`config.mk`:
```
export PLATFORM = sky130hd
export DESIGN_NAME = iic_slave_regs_flat
export DESIGN_NICKNAME = d
export VERILOG_FILES = /design/src/rtl/iic_slave_regs_if.sv /design/src/rtl/iic_slave_regs.sv /design/src/flat_wrapper.sv
export SDC_FILE = /design/constraint.sdc
export NUM_CORES = 1
export LEC_CHECK = 0
export BUFFER_PORTS_ARGS = -buffer_cell sky130_fd_sc_hd__buf_2
export CORE_ASPECT_RATIO = 0.9
export CORE_MARGIN = 2
export CORE_UTILIZATION = 38
export DETAILED_ROUTE_END_ITERATION = 10
export PLACE_DENSITY = 0.65
export SYNTH_ARGS = -nofsm -noshare
export SYNTH_HDL_FRONTEND = slang
export SYNTH_SLANG_ARGS = --single-unit
```
`constraint.sdc`:
```
create_clock -name clk -period 1.9 [get_ports clk]
set_input_delay 0.095 -clock clk [delete_from_list [all_inputs] [get_ports clk]]
set_output_delay 0.095 -clock clk [all_outputs]
set_load 0.01 [all_outputs]
```
`src/rtl/iic_slave_regs_if.sv`:
```
// Bus-side and register-side signals of the I2C register target, bundled.
// The slave modport is the target block; the master modport is its environment.
`timescale 1ns/1ps
interface iic_slave_regs_if;
  logic       scl_i;
  logic       sda_i;
  logic       sda_o;
  logic [7:0] reg_addr;
  logic       wr_en;
  logic [7:0] wr_data;
  logic       rd_req;
  logic [7:0] rd_data;
  logic       busy;

  modport slave (
    input  scl_i, sda_i, rd_data,
    output sda_o, reg_addr, wr_en, wr_data, rd_req, busy
  );

  modport master (
    output scl_i, sda_i, rd_data,
    input  sda_o, reg_addr, wr_en, wr_data, rd_req, busy
  );
endinterface

```
`src/rtl/iic_slave_regs.sv`:
```
// I2C target with an 8-bit auto-incrementing register pointer.
// SCL/SDA are oversampled by clk; all bus decisions come from synchronized edges.
`timescale 1ns/1ps
module iic_slave_regs #(
  parameter logic [6:0] DEV_ADDR = 7'h50
) (
  input  logic             clk,
  input  logic             rst_n,
  iic_slave_regs_if.slave  bus
);

  typedef enum logic [3:0] {
    IDLE, ADDR, ADDR_ACK, PTR, PTR_ACK,
    WDATA, WDATA_ACK, RDATA, RDATA_ACK, WAIT_STOP
  } state_t;

  // Bit 1 carries SCL, bit 0 carries SDA.
  logic [1:0] raw_in;
  logic [1:0] sync_v;
  logic [1:0] hist_v;

  assign raw_in = {bus.scl_i, bus.sda_i};

  genvar gi;
  generate
    for (gi = 0; gi < 2; gi++) begin : g_sync
      logic s1_reg, s2_reg, h_reg;
      always_ff @(posedge clk or negedge rst_n) begin
        if (!rst_n) begin
          s1_reg <= 1'b1;
          s2_reg <= 1'b1;
          h_reg  <= 1'b1;
        end else begin
          s1_reg <= raw_in[gi];
          s2_reg <= s1_reg;
          h_reg  <= s2_reg;
        end
      end
      assign sync_v[gi] = s2_reg;
      assign hist_v[gi] = h_reg;
    end
  endgenerate

  logic scl_s, sda_s, scl_h, sda_h;
  logic scl_rise, scl_fall, start_det, stop_det;

  assign scl_s     = sync_v[1];
  assign sda_s     = sync_v[0];
  assign scl_h     = hist_v[1];
  assign sda_h     = hist_v[0];
  assign scl_rise  =  scl_s & ~scl_h;
  assign scl_fall  = ~scl_s &  scl_h;
  assign start_det =  scl_s &  scl_h &  sda_h & ~sda_s;
  assign stop_det  =  scl_s &  scl_h & ~sda_h &  sda_s;

  state_t     state_reg;
  logic [3:0] bit_cnt_reg;
  logic [7:0] shift_reg;
  logic [7:0] ptr_reg;
  logic       sda_o_reg;
  logic       wr_en_reg;
  logic [7:0] wr_data_reg;
  logic       rd_req_reg;
  logic       busy_reg;
  logic       nak_reg;
  logic [7:0] byte_in;

  assign byte_in = {shift_reg[6:0], sda_s};

  always_ff @(posedge clk or negedge rst_n) begin
    if (!rst_n) begin
      state_reg   <= IDLE;
      bit_cnt_reg <= 4'd0;
      shift_reg   <= 8'h00;
      ptr_reg     <= 8'h00;
      sda_o_reg   <= 1'b1;
      wr_en_reg   <= 1'b0;
      wr_data_reg <= 8'h00;
      rd_req_reg  <= 1'b0;
      busy_reg    <= 1'b0;
      nak_reg     <= 1'b0;
    end else begin
      wr_en_reg  <= 1'b0;
      rd_req_reg <= 1'b0;
      // The write strobe presents the old pointer; it advances one clk later.
      if (wr_en_reg) ptr_reg <= ptr_reg + 8'd1;

      if (start_det) begin
        state_reg   <= ADDR;
        bit_cnt_reg <= 4'd0;
        sda_o_reg   <= 1'b1;
        busy_reg    <= 1'b1;
      end else if (stop_det) begin
        state_reg   <= IDLE;
        bit_cnt_reg <= 4'd0;
        sda_o_reg   <= 1'b1;
        busy_reg    <= 1'b0;
      end else if (scl_rise) begin
        case (state_reg)
          ADDR, PTR, WDATA: begin
            if (bit_cnt_reg != 4'd8) begin
              shift_reg   <= byte_in;
              bit_cnt_reg <= bit_cnt_reg + 4'd1;
              if (bit_cnt_reg == 4'd7) begin
                if (state_reg == PTR) ptr_reg <= byte_in;
                if (state_reg == WDATA) begin
                  wr_en_reg   <= 1'b1;
                  wr_data_reg <= byte_in;
                end
              end
            end
          end
          RDATA:     bit_cnt_reg <= bit_cnt_reg + 4'd1;
          RDATA_ACK: nak_reg     <= sda_s;
          default: ;
        endcase
      end else if (scl_fall) begin
        case (state_reg)
          ADDR: begin
            if (bit_cnt_reg == 4'd8) begin
              bit_cnt_reg <= 4'd0;
              if (shift_reg[7:1] == DEV_ADDR) begin
                state_reg  <= ADDR_ACK;
                sda_o_reg  <= 1'b0;
                rd_req_reg <= shift_reg[0];
              end else begin
                state_reg <= WAIT_STOP;
                sda_o_reg <= 1'b1;
              end
            end
          end
          PTR, WDATA: begin
            if (bit_cnt_reg == 4'd8) begin
              state_reg   <= (state_reg == PTR) ? PTR_ACK : WDATA_ACK;
              bit_cnt_reg <= 4'd0;
              sda_o_reg   <= 1'b0;
            end
          end
          ADDR_ACK: begin
            // shift_reg[0] still holds the R/W bit of the address byte.
            if (shift_reg[0]) begin
              state_reg   <= RDATA;
              shift_reg   <= bus.rd_data;
              sda_o_reg   <= bus.rd_data[7];
              ptr_reg     <= ptr_reg + 8'd1;
              bit_cnt_reg <= 4'd0;
            end else begin
              state_reg <= PTR;
              sda_o_reg <= 1'b1;
            end
          end
          PTR_ACK, WDATA_ACK: begin
            state_reg <= WDATA;
            sda_o_reg <= 1'b1;
          end
          RDATA: begin
            if (bit_cnt_reg == 4'd8) begin
              state_reg  <= RDATA_ACK;
              sda_o_reg  <= 1'b1;
              rd_req_reg <= 1'b1;
            end else begin
              shift_reg <= {shift_reg[6:0], 1'b0};
              sda_o_reg <= shift_reg[6];
            end
          end
          RDATA_ACK: begin
            if (nak_reg) begin
              state_reg <= WAIT_STOP;
              sda_o_reg <= 1'b1;
            end else begin
              state_reg   <= RDATA;
              shift_reg   <= bus.rd_data;
              sda_o_reg   <= bus.rd_data[7];
              ptr_reg     <= ptr_reg + 8'd1;
              bit_cnt_reg <= 4'd0;
            end
          end
          default: ;
        endcase
      end
    end
  end

  assign bus.sda_o    = sda_o_reg;
  assign bus.reg_addr = ptr_reg;
  assign bus.wr_en    = wr_en_reg;
  assign bus.wr_data  = wr_data_reg;
  assign bus.rd_req   = rd_req_reg;
  assign bus.busy     = busy_reg;

endmodule

```
`src/flat_wrapper.sv`:
```
// flat-port wrapper written by rule: the top's interface ports become plain ports
module iic_slave_regs_flat 
#(
  parameter logic [6:0] DEV_ADDR = 7'h50
)
  (clk, rst_n, bus_scl_i, bus_sda_i, bus_rd_data, bus_sda_o, bus_reg_addr, bus_wr_en, bus_wr_data, bus_rd_req, bus_busy);
  iic_slave_regs_if bus_i ();
  input  logic clk;
  input  logic rst_n;
  input wire logic [$bits(bus_i.scl_i)-1:0] bus_scl_i;
  input wire logic [$bits(bus_i.sda_i)-1:0] bus_sda_i;
  input wire logic [$bits(bus_i.rd_data)-1:0] bus_rd_data;
  output wire logic [$bits(bus_i.sda_o)-1:0] bus_sda_o;
  output wire logic [$bits(bus_i.reg_addr)-1:0] bus_reg_addr;
  output wire logic [$bits(bus_i.wr_en)-1:0] bus_wr_en;
  output wire logic [$bits(bus_i.wr_data)-1:0] bus_wr_data;
  output wire logic [$bits(bus_i.rd_req)-1:0] bus_rd_req;
  output wire logic [$bits(bus_i.busy)-1:0] bus_busy;
  assign bus_i.scl_i = bus_scl_i;
  assign bus_i.sda_i = bus_sda_i;
  assign bus_i.rd_data = bus_rd_data;
  assign bus_sda_o = bus_i.sda_o;
  assign bus_reg_addr = bus_i.reg_addr;
  assign bus_wr_en = bus_i.wr_en;
  assign bus_wr_data = bus_i.wr_data;
  assign bus_rd_req = bus_i.rd_req;
  assign bus_busy = bus_i.busy;
  iic_slave_regs #(.DEV_ADDR(DEV_ADDR)) u_core (.clk(clk), .rst_n(rst_n), .bus(bus_i));
endmodule
```
==> flow_metrics.env <==
export IMPL_min_from="bus_rd_data[5]"
export IMPL_async_flop_share_pct=100
export IMPL_worst_slack_ps=24.3
export IMPL_placed_area_um2=3240
export IMPL_final_cell_mix="buf_4, dfrtp_1, buf_2, nand2_1, nor2_1"
export IMPL_rsz0062_at_grt="true"
export IMPL_synth_edf_count=0
export IMPL_place_ws_ps=-117
export IMPL_p_per_area_nw_per_um2=614
export IMPL_synth_nets=279
export IMPL_cts_clk_slew_worst_paths_ps=90
export IMPL_dr_pass1_iters=4
export IMPL_n_fill_cell=634
export IMPL_place_inst=409
export IMPL_ff2ff_path_depth=5
export IMPL_root_buffer="clkbuf_8"
export IMPL_r2r_slack_ps=20
export IMPL_cts_tree="yes"
export IMPL_numCtsBuffers=5
export IMPL_dieHeight_um=84.0
export IMPL_first_global_vias=2205
export IMPL_relSlewSlack_pct=65.2
export IMPL_grt_max_degree=23
export IMPL_dpl_hpwl_um=5150
export IMPL_path_max_fanout=7
export IMPL_synth_area_leader_cell="dfrtp_1"
export IMPL_grt_usage_pct=17.9
export IMPL_cap_violations=0
export IMPL_areaGrowthSynthToFinish_pct=32.0
export IMPL_r2r_end="u_core.shift_reg[4]$_DFFE_PN0P_"
export IMPL_fin_tns_setup_ps=0
export IMPL_max_freq_mhz=533
export IMPL_tightestPinTransition_ps=523
export IMPL_synth_top_cell_area_share_pct=33.3
export IMPL_synth_warnings=0
export IMPL_endpoint_kind="register"
export IMPL_fin_crit_ps=1880
export IMPL_drc_errors=0
export IMPL_pin_count=32
export IMPL_setup_worst_path_start_class="register"
export IMPL_synth_avg_cell_area_um2=10.4
export IMPL_fin_skew_ps=7.46
export IMPL_finalHoldViolCount=0
export IMPL_stdcell_count=426
export IMPL_layout_commonest_cell="buf_4"
export IMPL_netlist_area_um2=2700
export IMPL_seq_area_frac_synth_pct=40.1
export IMPL_ys_top_cells_by_area="dfrtp_1, dfstp_2, mux2_4"
export IMPL_first_iter_violations=168
export IMPL_n_antenna_cell=0
export IMPL_port_buffers=31
export IMPL_outcome="complete, no violations"
export IMPL_holdPathEnd="u_core.shift_reg[5]$_DFFE_PN0P_"
export IMPL_grt_ovfl_total=0
export IMPL_synthCells=261
export IMPL_cts_num_sinks=43
export IMPL_p_leak_uw=0.00162
export IMPL_fin_area_um2=3570
export IMPL_slew_violations=0
export IMPL_htree_num_levels=2
export IMPL_grt_pass1_wl_um=11100
export IMPL_ys_types=69
export IMPL_die_width_um=92.9
export IMPL_worstPathArrival_ps=2070
export IMPL_clockBufferDepth=2
export IMPL_hold_path_class="primary input to register"
export IMPL_p_total_uw=2190
export IMPL_ant_nets=0
export IMPL_start_util_pct=38.8
export IMPL_synth_ff_type="dfrtp_1"
export IMPL_gp_congestion=0.907
export IMPL_core_area_um2=6970
export IMPL_rows=29
export IMPL_insertion_delay_ps=300
export IMPL_min_path_cells=3
export IMPL_vdd_drop_max_v=0.000427
export IMPL_yosys_register_bits=43
export IMPL_required_ps=2090
export IMPL_wl_per_cell_um=16.1
export IMPL_wl_um=6870
export IMPL_period_share_pct=98.7
export IMPL_reg2reg_from="u_core.state_reg[0]$_DFFE_PN0P_"
export IMPL_nets=350
export IMPL_critical_path_class="register to register"
export IMPL_drive_above_1_share_pct=43.5
export IMPL_vias=2312
export IMPL_setup_viol_count_final=0
export IMPL_die_area_um2=7800
export IMPL_via_per_inst=5.43
export IMPL_antenna_found_initial=0
how the worst max path moves through the flow:
stage / from / end / slack (ps) / cells past startpoint
detailed placement: u_core.g_sync[1].h_reg$_DFF_PN1_ / u_core.bus.reg_addr[0]$_DFF_PN0_ / -120 / 7
global placement: u_core.g_sync[1].h_reg$_DFF_PN1_ / u_core.shift_reg[2]$_DFFE_PN0P_ / -70 / 6
floorplan: u_core.g_sync[1].h_reg$_DFF_PN1_ / u_core.shift_reg[1]$_DFFE_PN0P_ / 3 / 8
CTS: u_core.state_reg[0]$_DFFE_PN0P_ / u_core.bus.sda_o$_DFFE_PN1P_ / 5 / 5
finish: u_core.state_reg[0]$_DFFE_PN0P_ / u_core.shift_reg[4]$_DFFE_PN0P_ / 20 / 5
global route: u_core.state_reg[2]$_DFFE_PN0P_ / u_core.shift_reg[3]$_DFFE_PN0P_ / -40 / 7
stage by stage:
step / hold slack (ps) / utilization, %
global placement: 106 / 46.5
detailed placement: 110 / 46.5
finish: 138 / 51.2
global route: 139 / 51.2
floorplan: -201 / -
CTS: 135 / 49.3
cell families (layout without fill, tap and decap cells):
kind of cell | after synthesis | in the layout | synth area share (%)
mux | 18 | 18 | 8.38
buf+inv | 29 | 101 | 5.09
flops | 43 | 43 | 40.1
simple gates | 76 | 76 | 16.9
xor+xnor | 14 | 14 | 4.54
fa+ha+maj | 7 | 7 | 3.15
compound gates | 74 | 74 | 21.8
synthesized netlist by cell type, drive strengths merged (5+ instances only):
library cell	count
dfstp	7
nand2	16
o22ai	7
xnor2	6
a22o	6
dfrtp	36
buf	9
o21ai	10
a31oi	5
xor2	8
nor2	17
mux2	16
a21oi	12
clkbuf	8
inv	12
a2bb2oi	9
ha	6
nor3	5
repair_timing:
action,4_1_cts,5_1_grt
hold endpoints to repair,19,0
pin swaps,4,13
setup buffers,1,5
hold buffers,3,0
endpoints found under the setup margin,19,31
gates resized for setup,10,25
gates cloned,0,0
area by class of cell:
type	instances	area [µm²]	area share, %
tap	93	116	3.26
sequential	43	1080	30.4
timing repair buffer	81	594	16.7
inverter	12	45.0	1.26
clock buffer	5	68.8	1.93
clock inverter	3	43.8	1.23
multi-input combinational	189	1610	45.2
power by group:
group	internal, µW	switching, µW	leakage [µW]
combinational	219	216	0.000997
sequential	973	59.5	0.000568
clock	392	332	0.0000581
layer usage:
metal	up-vias	share of wire (%)	track usage [%]	wire [µm]
met1	1144	49	26.8	3390
li1	1116	-	-	-
met3	7	3.5	2.80	240
met4	0	0.77	3.74	53
met2	45	46	27.3	3190
met5	-	0	0	0
critical path, cell delays in order (launching register included):
cell     delay, ps
dfrtp_1        410
or4b_4         600
nor2_4         140
o21ai_4         90
nor2_8         210
mux2_4         320
Power figures use the tool's default switching activity.
